File: src/rtl/commit_ctrl.sv
// commit_ctrl -- in-order retirement sequencer at the ROB head.
//
// Each cycle it looks at the ROB head. When the head is valid and its result
// is ready, it does one of the following:
//   - REG / BRANCH: writes the register file through the commit port.
//   - STORE: hands the store to the LSB and waits for store_commit_ack.
//   - mispredicted BRANCH: pulses rob_clear_up and redirect.
//   - HALT: stops retirement.
// All outputs are registered.
//
// Optional feature: define COMMIT_CNT_EN to build the retired and mispredict
// counters. Without it, retired_cnt and mispred_cnt are tied to 0 and no
// counter registers exist.
//
// Ports:
//   clk_in, rst_in        clock, synchronous active-high reset
//   rdy_in                global ready; low freezes every register
//   head_*                ROB head view: valid, ready, type, rd, value,
//                         entry, mispredict, target
//   rob_pop               pulse: ROB advances its head
//   rob_commit_reg        pulse: reg-file write of commit_reg_id/data
//   commit_reg_id/data    register write payload
//   commit_rob_entry      ROB entry being retired
//   store_commit_valid    level request to the LSB, held until ack
//   store_commit_entry    ROB entry of the store
//   store_commit_ack      LSB accepted/performed the store
//   rob_clear_up          pulse: flush all speculative state
//   redirect_valid/pc     pulse: fetch redirect and its target
//   halt_out              sticky halt
//   retired_cnt           retirement count (COMMIT_CNT_EN)
//   mispred_cnt           mispredict count (COMMIT_CNT_EN)
//   fsm_state             current FSM state, for observation
//
// Handshake: store_commit_valid rises with store_commit_entry stable and stays
// high until a cycle in which store_commit_ack is sampled high. That cycle
// completes the transfer. The ack may arrive in the first cycle valid is high.
module commit_ctrl #(
  parameter int ROB_BIT    = 5,
  parameter int FLUSH_WAIT = 2
) (
  input  logic               clk_in,
  input  logic               rst_in,
  input  logic               rdy_in,
  input  logic               head_valid,
  input  logic               head_ready,
  input  logic [1:0]         head_type,
  input  logic [4:0]         head_rd,
  input  logic [31:0]        head_value,
  input  logic [ROB_BIT-1:0] head_entry,
  input  logic               head_mispredict,
  input  logic [31:0]        head_target,
  output logic               rob_pop,
  output logic               rob_commit_reg,
  output logic [4:0]         commit_reg_id,
  output logic [31:0]        commit_reg_data,
  output logic [ROB_BIT-1:0] commit_rob_entry,
  output logic               store_commit_valid,
  output logic [ROB_BIT-1:0] store_commit_entry,
  input  logic               store_commit_ack,
  output logic               rob_clear_up,
  output logic               redirect_valid,
  output logic [31:0]        redirect_pc,
  output logic               halt_out,
  output logic [31:0]        retired_cnt,
  output logic [31:0]        mispred_cnt,
  output logic [1:0]         fsm_state
);

  typedef enum logic [1:0] {
    S_RUN     = 2'd0,
    S_WAIT_ST = 2'd1,
    S_FLUSH   = 2'd2,
    S_HALT    = 2'd3
  } state_t;

  localparam logic [1:0] T_REG    = 2'd0;
  localparam logic [1:0] T_STORE  = 2'd1;
  localparam logic [1:0] T_BRANCH = 2'd2;
  localparam logic [1:0] T_HALT   = 2'd3;

  localparam logic [3:0] FLUSH_INIT = 4'(FLUSH_WAIT);

  state_t             state, state_n;
  logic [3:0]         flush_cnt, flush_cnt_n;
  logic               rob_pop_n, rob_commit_reg_n, rob_clear_up_n, redirect_valid_n;
  logic [4:0]         commit_reg_id_n;
  logic [31:0]        commit_reg_data_n, redirect_pc_n;
  logic [ROB_BIT-1:0] commit_rob_entry_n, store_commit_entry_n;
  logic               store_commit_valid_n, halt_n;

  assign fsm_state = state;

  always_comb begin
    state_n              = state;
    flush_cnt_n          = flush_cnt;
    rob_pop_n            = 1'b0;
    rob_commit_reg_n     = 1'b0;
    rob_clear_up_n       = 1'b0;
    redirect_valid_n     = 1'b0;
    commit_reg_id_n      = commit_reg_id;
    commit_reg_data_n    = commit_reg_data;
    commit_rob_entry_n   = commit_rob_entry;
    store_commit_valid_n = store_commit_valid;
    store_commit_entry_n = store_commit_entry;
    redirect_pc_n        = redirect_pc;
    halt_n               = halt_out;

    case (state)
      S_RUN: begin
        // rob_pop high means the ROB is advancing this very cycle. The head
        // we see is the entry just retired, so skip it once.
        if (head_valid && head_ready && !rob_pop) begin
          case (head_type)
            T_REG, T_BRANCH: begin
              rob_pop_n          = 1'b1;
              rob_commit_reg_n   = (head_rd != 5'd0);
              commit_reg_id_n    = head_rd;
              commit_reg_data_n  = head_value;
              commit_rob_entry_n = head_entry;
              if (head_type == T_BRANCH && head_mispredict) begin
                rob_clear_up_n   = 1'b1;
                redirect_valid_n = 1'b1;
                redirect_pc_n    = head_target;
                flush_cnt_n      = FLUSH_INIT;
                state_n          = S_FLUSH;
              end
            end
            T_STORE: begin
              store_commit_valid_n = 1'b1;
              store_commit_entry_n = head_entry;
              state_n              = S_WAIT_ST;
            end
            T_HALT: begin
              rob_pop_n          = 1'b1;
              commit_rob_entry_n = head_entry;
              halt_n             = 1'b1;
              state_n            = S_HALT;
            end
            default: ;
          endcase
        end
      end
      S_WAIT_ST: begin
        if (store_commit_ack) begin
          store_commit_valid_n = 1'b0;
          rob_pop_n            = 1'b1;
          commit_rob_entry_n   = store_commit_entry;
          state_n              = S_RUN;
        end
      end
      S_FLUSH: begin
        // Leave on the edge where the count reaches zero.
        if (flush_cnt <= 4'd1) begin
          flush_cnt_n = 4'd0;
          state_n     = S_RUN;
        end else begin
          flush_cnt_n = flush_cnt - 4'd1;
        end
      end
      S_HALT: ;
      default: state_n = S_RUN;
    endcase
  end

  always_ff @(posedge clk_in) begin
    if (rst_in) begin
      state              <= S_RUN;
      flush_cnt          <= 4'd0;
      rob_pop            <= 1'b0;
      rob_commit_reg     <= 1'b0;
      rob_clear_up       <= 1'b0;
      redirect_valid     <= 1'b0;
      commit_reg_id      <= 5'd0;
      commit_reg_data    <= 32'd0;
      commit_rob_entry   <= '0;
      store_commit_valid <= 1'b0;
      store_commit_entry <= '0;
      redirect_pc        <= 32'd0;
      halt_out           <= 1'b0;
    end else if (rdy_in) begin
      state              <= state_n;
      flush_cnt          <= flush_cnt_n;
      rob_pop            <= rob_pop_n;
      rob_commit_reg     <= rob_commit_reg_n;
      rob_clear_up       <= rob_clear_up_n;
      redirect_valid     <= redirect_valid_n;
      commit_reg_id      <= commit_reg_id_n;
      commit_reg_data    <= commit_reg_data_n;
      commit_rob_entry   <= commit_rob_entry_n;
      store_commit_valid <= store_commit_valid_n;
      store_commit_entry <= store_commit_entry_n;
      redirect_pc        <= redirect_pc_n;
      halt_out           <= halt_n;
    end
  end

`ifdef COMMIT_CNT_EN
  logic [31:0] retired_q, mispred_q;

  // Count on the same edge that raises the corresponding pulse.
  always_ff @(posedge clk_in) begin
    if (rst_in) begin
      retired_q <= 32'd0;
      mispred_q <= 32'd0;
    end else if (rdy_in) begin
      if (rob_pop_n)      retired_q <= retired_q + 32'd1;
      if (rob_clear_up_n) mispred_q <= mispred_q + 32'd1;
    end
  end

  assign retired_cnt = retired_q;
  assign mispred_cnt = mispred_q;
`else
  assign retired_cnt = 32'd0;
  assign mispred_cnt = 32'd0;
`endif

endmodule

File: config.mk
export PLATFORM = sky130hd
export DESIGN_NAME = commit_ctrl
export DESIGN_NICKNAME = d
export VERILOG_FILES = /design/src/rtl/commit_ctrl.sv
export SDC_FILE = /design/constraint.sdc
export NUM_CORES = 1
export LEC_CHECK = 0
export BUFFER_PORTS_ARGS = -buffer_cell sky130_fd_sc_hd__buf_2
export CAP_MARGIN = 0
export CORE_AREA = 2 2 104 106
export DETAILED_ROUTE_END_ITERATION = 12
export DIE_AREA = 0 0 106 108
export PLACE_DENSITY = 0.73
export RECOVER_POWER = 50
export SLEW_MARGIN = 10
export SYNTH_ARGS = -nofsm -noshare
export SYNTH_HDL_FRONTEND = slang
export SYNTH_SLANG_ARGS = --single-unit
File: constraint.sdc
create_clock -name clk_in -period 2.7 [get_ports clk_in]
set_clock_uncertainty 0.15 [all_clocks]
set_input_delay 0.135 -clock clk_in [delete_from_list [all_inputs] [get_ports clk_in]]
set_output_delay 0.135 -clock clk_in [all_outputs]
set_load 0.03 [all_outputs]
-- Word level (Yosys, flattened, before mapping)
Cells that the tools add are included.
W data, S select, Z words.
- input bits: 83
- register bits after elaboration: 90
- reductions and logical operators: 20
- add/sub/neg operators: 1
- muxes and demuxes: 30
- order comparisons: 1
- eq/ne operators: 13
- operators with widths (operator ; number):
    $reduce_and A5 Y1 ; 4
    $mux W4 ; 4
    $mux W5 ; 3
    $ne A2 B2 Y1 const B ; 7
    $mux W1 ; 13
    $pmux W2 S3 ; 2
    $reduce_and A4 Y1 ; 3
    $pmux W5 S2 ; 1
    $mux W2 ; 4
    $pmux W4 S2 ; 1
    $eq A2 B2 Y1 const B ; 3
    $reduce_and A6 Y1 ; 1
    $reduce_bool A5 Y1 ; 1
    $eq A2 B1 Y1 const B ; 2
    $le A4 B1 Y1 const B ; 1
    $logic_not A2 Y1 ; 2
    $pmux W1 S2 ; 2
    $reduce_bool A2 Y1 ; 2
    $sub A4 B1 Y4 const B ; 1
    $logic_and A1 B1 Y1 ; 3
    $ne A3 B3 Y1 const B ; 1
    $reduce_bool A3 Y1 ; 1
    $reduce_or A3 Y1 ; 1
    $reduce_or A2 Y1 ; 1
    $logic_not A1 Y1 ; 1

-- Longest topological paths before layout
Gate-level depths: netlist of the first run.
- word-level depth: 6
- depth in mapped cells: 9
- depth with buffers taken out: 6

-- Worst setup path before layout of the first run
No wires, ideal clock.
- kind: register to register
- start: register state[0] (netlist: fsm_state[0])
- end: register flush_cnt[2]
- buffers on the path: 1
- setup time: 70 ps
- stages on the path, launching flop included: 8
- data arrival time: 1940 ps
- path slack: 540 ps
- data required time: 2480 ps
- period minus slack after synthesis: 2160 ps
- path through: dfxtp_1 inv_1 ha_1 buf_2 and3b_1 a31oi_4 or4b_1 a21oi_1
- cells in the longest elaborated chain, start to end: 3
- RTL lines (item ; RTL line ; text):
    start, declared ; 83 ; state_t state, state_n;
    start signal, assigned ; 181 ; state <= state_n;
    $logic_not A2 Y1 / $eq A2 B2 Y1 (equally long branches) ; 108 ; case (state)
    $ne A2 B2 Y1 (no line) / $reduce_bool A2 Y1 (equally long branches) ; - ;
    $reduce_and A5 Y1 (no line) ; - ;
    end signal, assigned ; 182 ; flush_cnt <= flush_cnt_n;
    end, declared ; 84 ; logic [3:0] flush_cnt, flush_cnt_n;
Parallel ways exist; a longest one is shown, timed or not.
A chain may end at the register's enable or synchronous reset.

-- Worst setup path in the final report of the first run
- start: register state[0] (netlist: fsm_state[0])
- end: register rob_pop
- cells in the longest elaborated chain, start to end: 2
- RTL lines (item ; RTL line ; text):
    $eq A2 B1 Y1 / $logic_not A2 Y1 (equally long branches) ; 108 ;
    $pmux W1 S2 (*) ; 108 ;
    end signal, assigned ; 183 ; rob_pop <= rob_pop_n;
    end, declared ; 52 ; output logic rob_pop,
Every way passes the cells marked *; elsewhere a longest branch is shown, timed or not.

==> impl_metrics.env, run 1 <==
export IMPL_clock_sinks=90
export IMPL_row_count=37
export IMPL_critPathKind="register to register"
export IMPL_cp_arrival_ns=2.49
export IMPL_fillers=960
export IMPL_hpwl_mm=7.80
export IMPL_final_util=0.550
export IMPL_clockBufferDepth=2
export IMPL_required_ns=2.85
export IMPL_vias=4106
export IMPL_drive_gt1_frac=0.158
export IMPL_finalCritPeriodShare=0.865
export IMPL_drt_iter0_markers=277
export IMPL_ys_types=43
export IMPL_power_density_nw_per_um2=471
export IMPL_grt_max_degree=34
export IMPL_drv_cap=0
export IMPL_area_growth_syn_to_layout_pct=38.4
export IMPL_leakage_uw=0.00226
export IMPL_die_x_um=106
export IMPL_num_antenna_cells=0
export IMPL_hold_path_class="primary input to register"
export IMPL_synth_area_leaders="dfxtp_1 44%, nand2_1 13%, buf_4 13%"
export IMPL_slew_headroom=0.589
export IMPL_synthTopCellsByCount="144 x nand2_1, 90 x dfxtp_1, 79 x a21oi_1"
export IMPL_first_global_vias=3990
export IMPL_crit_path_start_kind="register"
export IMPL_fin_crit_ns=2.34
export IMPL_syn_avg_cell_area_um2=8.04
export IMPL_cts_buffers=9
export IMPL_drc_errors=0
export IMPL_syn_inst=506
export IMPL_synth_top_area_cell="dfxtp_1"
export IMPL_ir_drop_mv=0.298
export IMPL_routed_wl_mm=11.8
export IMPL_ant_nets=0
export IMPL_root_buffer="clkbuf_8"
export IMPL_drt_vias_per_instance=4.64
export IMPL_async_flop_share=0
export IMPL_tritoncts="yes"
export IMPL_synth_enable_flop_cells=0
export IMPL_cp_max_fo=11
export IMPL_finalSetupViolCount=0
export IMPL_final_cell_area_um2=5630
export IMPL_slowest_stage="dlygate4sd3_1"
export IMPL_tightestPinTransition_ns=0.610
export IMPL_seq_area_frac_synth=0.443
export IMPL_clk_pin_slew_ns=0.09
export IMPL_nNetsFinal=832
export IMPL_dieHeight_um=108
export IMPL_h_tree_depth=3
export IMPL_postCtsResizedCells=0
export IMPL_clkLatencyLatePin_ns=0.35
export IMPL_wire_per_inst_um=13.4
export IMPL_place_area_um2=4790
export IMPL_grt_overflow=0
export IMPL_path_buf_inv=2
export IMPL_critPathMaxStageDelay_ns=0.57
export IMPL_synth_flop_cell="dfxtp_1"
export IMPL_antenna_found_initial=0
export IMPL_synth_area_um2=4070
export IMPL_place_congestion=0.780
export IMPL_io_pins=234
export IMPL_max_freq_mhz=428
export IMPL_top_regs="commit_reg_data x32, redirect_pc x32"
export IMPL_initial_utilization=0.398
export IMPL_status="complete, no violations"
export IMPL_multi_input_area_um2=1860
export IMPL_dieArea_um2=11400
export IMPL_maxSlewViolCount=0
export IMPL_core_area_um2=10200
export IMPL_grt_usage=0.199
export IMPL_cp_top_family="buffers and inverters"
export IMPL_synth_warning_count=0
export IMPL_yosys_register_bits=90
export IMPL_fin_tns_setup_ns=0
export IMPL_port_buffer_count=169
export IMPL_dp_cells=790
export IMPL_yosysMostFrequentCell="nand2_1"
export IMPL_crit_path_end_kind="register"
export IMPL_final_cells=884
export IMPL_synth_top_area_share=0.443
export IMPL_first_pass_iters=4
export IMPL_register_area_um2=1800
export IMPL_grt_pass1_wl_mm=18.4
export IMPL_hold_viol_final=0
export IMPL_worstPathCellList="inv_1 > ha_1 > and4b_1 > nand2b_1 > a311oi_1 > dlygate4sd3_1"
export IMPL_rsz0062_at_grt="false"
where the power goes:
| group | internal [µW] | switching [µW] |
|---|---|---|
| sequential | 1350 | 13.0 |
| combinational | 171 | 307 |
| clock | 331 | 485 |
cell type report:
class                   count  area share
multi-input cells         378       0.331
inverters                   8     0.00533
well taps                 136      0.0302
clock buffers               9      0.0220
clock inverters             7     0.00822
repair buffers            256       0.284
flip-flops and latches     90       0.320
logic make-up (layout without fill, tap and decap cells):
kind of cell               after synthesis  in the layout  share of synthesized area
AOI/OAI and AO/OA                      107            107                      0.150
other                                    1             64                   0.000922
buffers and inverters                  101            280                      0.158
muxes                                   10             10                     0.0261
adders and majority gates                6              6                     0.0184
DFF                                     90             90                      0.443
and+or+nand+nor                        191            191                      0.204
metal layers:
layer,global-route usage,vias to the layer above,routed length (µm)
met5,0,-,0
met4,0.0959,0,214
met3,0.0368,16,615
met2,0.378,138,6400
met1,0.211,1932,4610
li1,-,2020,-
worst register-to-register path, stage by stage (launching register included):
cell           delay, ns
dfxtp_1             0.36
inv_1               0.11
ha_1                0.36
and4b_1             0.40
nand2b_1            0.10
a311oi_1            0.24
dlygate4sd3_1       0.57
placed cells by master (no fill, tap or decap), types with 2 or more instances in the layout:
master / instances
nand2_1: 144
dfxtp_1: 90
clkbuf_1: 87
buf_2: 82
a21oi_1: 79
dlygate4sd3_1: 78
conb_1: 64
nor2_1: 11
nor3_1: 9
clkbuf_8: 9
inv_1: 8
buf_4: 8
o21ai_0: 6
ha_1: 6
a31oi_1: 5
mux2_2: 5
nor4_1: 5
mux2i_1: 5
nor2b_1: 4
o31ai_1: 3
clkinvlp_4: 3
clkinv_2: 3
nand3b_1: 2
and3b_1: 2
a211oi_1: 2
o211ai_1: 2
a22o_1: 2
nand4_1: 2
nand2b_1: 2
final timing paths:
check	startpoint	slack, ns	cells past startpoint	to
worst max-delay path	fsm_state[0]$_SDFFE_PP0P_	0.36	6	rob_pop$_SDFFE_PP0P_
worst min register to register	redirect_pc[0]$_SDFFE_PP0P_	0.30	2	redirect_pc[0]$_SDFFE_PP0P_
worst min-delay path	store_commit_ack	0.08	4	store_commit_valid$_SDFFE_PP0P_
worst max register to register	fsm_state[0]$_SDFFE_PP0P_	0.36	6	rob_pop$_SDFFE_PP0P_
repair_timing:
item / 4_1_cts / 5_1_grt
hold buffers: 78 / 0
buffers inserted: 0 / 0
endpoints found under the hold margin: 77 / 0
per-stage QoR:
stage / hold slack, ns / power, µW / setup WS, ns
finish: 0.0766 / 2650 / 0.364
global route: 0.0716 / 2780 / 0.224
detailed placement: 0.233 / 1780 / 0.443
floorplan: 0.121 / 1740 / 0.540
global placement: 0.225 / 1770 / 0.555
CTS: 0.0495 / 2690 / 0.391
Power figures use the tool's default switching activity.
==> run 2, diff against run 1 <==
==> constraint.sdc (replaced) <==
create_clock -name clk_in -period 2.7 [get_ports clk_in]
set_clock_uncertainty 0.15 [all_clocks]
set_input_delay 0.54 -clock clk_in [delete_from_list [all_inputs] [get_ports clk_in]]
set_output_delay 0.54 -clock clk_in [all_outputs]
set_load 0.03 [all_outputs]
==> run 2 against run 1 <==
Compared with the run above:
- utilization decreased by 7.4 points
- non-clock buffer count decreased by 79
- critical path type unchanged
- global-route usage decreased by 2.6 points
- final cell count decreased by 8.9%
- register-to-register slack improved by 0.03 ns
- via count decreased by 8.7%
- flip-flop and latch count unchanged
==> impl_metrics.env, run 2 (synthesis gave the netlist of run 1 again) <==
export IMPL_place_congestion=0.806
export IMPL_grt_usage=0.172
export IMPL_mostFrequentLayoutCell="nand2_1"
export IMPL_root_buffer="clkbuf_8"
export IMPL_postCtsSetupBuffers=0
export IMPL_finalPower_uw=2680
export IMPL_clock_sinks=90
export IMPL_critPathMaxStageDelay_ns=0.52
export IMPL_met2RoutedLength_mm=5.22
export IMPL_die_x_um=106
export IMPL_final_util=0.476
export IMPL_clockBufferDepth=2
export IMPL_max_freq_mhz=434
export IMPL_required_ns=2.84
export IMPL_rsz0062_at_grt="false"
export IMPL_clk_pin_slew_ns=0.09
export IMPL_grt_overflow=0
export IMPL_drt_iter0_markers=194
export IMPL_worstPathCellList="inv_1 > ha_1 > nand3b_1 > nor3_4 > buf_4 > nand2_1 > a21oi_1"
export IMPL_route_met3_wl_um=681
export IMPL_cp_max_fo=14
export IMPL_routed_wl_mm=10.3
export IMPL_slew_headroom=0.538
export IMPL_leakage_uw=0.00194
export IMPL_crit_path_end_kind="register"
export IMPL_ir_drop_mv=0.261
export IMPL_area_growth_syn_to_layout_pct=19.8
export IMPL_fin_tns_setup_ns=0
export IMPL_crit_path_start_kind="register"
export IMPL_drc_errors=0
export IMPL_grt_pass1_wl_mm=15.9
export IMPL_drt_met1_wl_mm=4.06
export IMPL_cts_hold_buf=0
export IMPL_tritoncts="yes"
export IMPL_h_tree_depth=3
export IMPL_clkLatencyLatePin_ns=0.36
export IMPL_dieHeight_um=108
export IMPL_holdWs_ns=0.256
export IMPL_dp_cells=789
export IMPL_dieArea_um2=11400
export IMPL_nNetsFinal=753
export IMPL_top_layer_used="met4"
export IMPL_finalCritPeriodShare=0.854
export IMPL_cp_arrival_ns=2.45
export IMPL_io_pins=234
export IMPL_power_density_nw_per_um2=550
export IMPL_wire_per_inst_um=12.8
export IMPL_drt_vias_per_instance=4.66
export IMPL_cts_buffers=9
export IMPL_critPathKind="register to register"
export IMPL_port_buffer_count=169
export IMPL_grt_max_degree=44
export IMPL_top_regs="commit_reg_data x32, redirect_pc x32"
export IMPL_maxSlewViolCount=0
export IMPL_slowest_stage="nor3_4"
export IMPL_postCtsResizedCells=0
export IMPL_fin_crit_ns=2.31
export IMPL_drive_gt1_frac=0.175
export IMPL_antenna_found_initial=0
export IMPL_ant_nets=0
export IMPL_hpwl_mm=7.67
export IMPL_row_count=37
export IMPL_final_cells=805
export IMPL_hold_viol_final=0
export IMPL_core_area_um2=10200
export IMPL_status="complete, no violations"
export IMPL_drv_cap=0
export IMPL_hold_path_class="primary input to register"
export IMPL_first_global_vias=3529
export IMPL_vias=3749
export IMPL_tightestPinTransition_ns=0.694
export IMPL_mostFrequentLayoutCells="144 x nand2_1, 90 x dfxtp_1, 87 x clkbuf_1, 82 x buf_2, 79 x a21oi_1"
export IMPL_num_antenna_cells=0
export IMPL_first_pass_iters=4
export IMPL_finalSetupViolCount=0
export IMPL_initial_utilization=0.398
==> run 2: cell types whose count changed in the layout (fill, tap and decap cells not counted) <==
cell	delta
buf_4	-1
bufinv_16	+1
clkbuf_8	+1
clkinv_2	-1
clkinv_4	-1
clkinvlp_4	-1
dlygate4sd3_1	-78
inv_6	+1
==> run 2: layer usage <==
layer,up-vias,GRT usage
li1,1866,-
met3,22,0.0458
met4,0,0.0846
met1,1704,0.189
met2,157,0.309
met5,-,0
==> run 2: critical path, delay by kind of cell (launching register included) <==
family                   cells  cell delay (ns)
flip-flops                   1             0.36
buffers and inverters        2             0.39
AO/OA/AOI/OAI                1             0.15
adder cells (fa/ha/maj)      1             0.36
AND/OR/NAND/NOR              3             0.83
==> run 2: through the flow <==
step / instance area [µm²] / worst slack, ns
finish: 4870 / 0.394
global route: 4870 / 0.192
CTS: 4980 / 0.365
detailed placement: 4780 / 0.388
global placement: 4780 / 0.551
floorplan: 4310 / 0.540
==> run 2: area by class of cell <==
type / instances / area [µm²]
clock buffer: 10 / 138
clock inverter: 6 / 63.8
fill: 1080 / 5360
inverter: 8 / 30.0
multi-input combinational: 378 / 1860
sequential: 90 / 1800
tap: 136 / 170
timing repair buffer: 177 / 810
==> run 2: power by group <==
group | internal, µW | switching [µW] | leakage (µW)
clock network | 453 | 484 | 0.0000987
logic | 97.7 | 287 | 0.00112
registers | 1350 | 12.8 | 0.000727
==> run 2: final timing paths <==
path | cells past startpoint | endpoint | start | slack [ns]
worst max-delay path | 7 | redirect_pc[21]$_SDFFE_PP0P_ | fsm_state[0]$_SDFFE_PP0P_ | 0.39
worst min-delay path | 3 | commit_reg_data[14]$_SDFFE_PP0P_ | head_value[14] | 0.26
worst max register to register | 7 | redirect_pc[21]$_SDFFE_PP0P_ | fsm_state[0]$_SDFFE_PP0P_ | 0.39
worst min register to register | 2 | redirect_pc[17]$_SDFFE_PP0P_ | redirect_pc[17]$_SDFFE_PP0P_ | 0.31
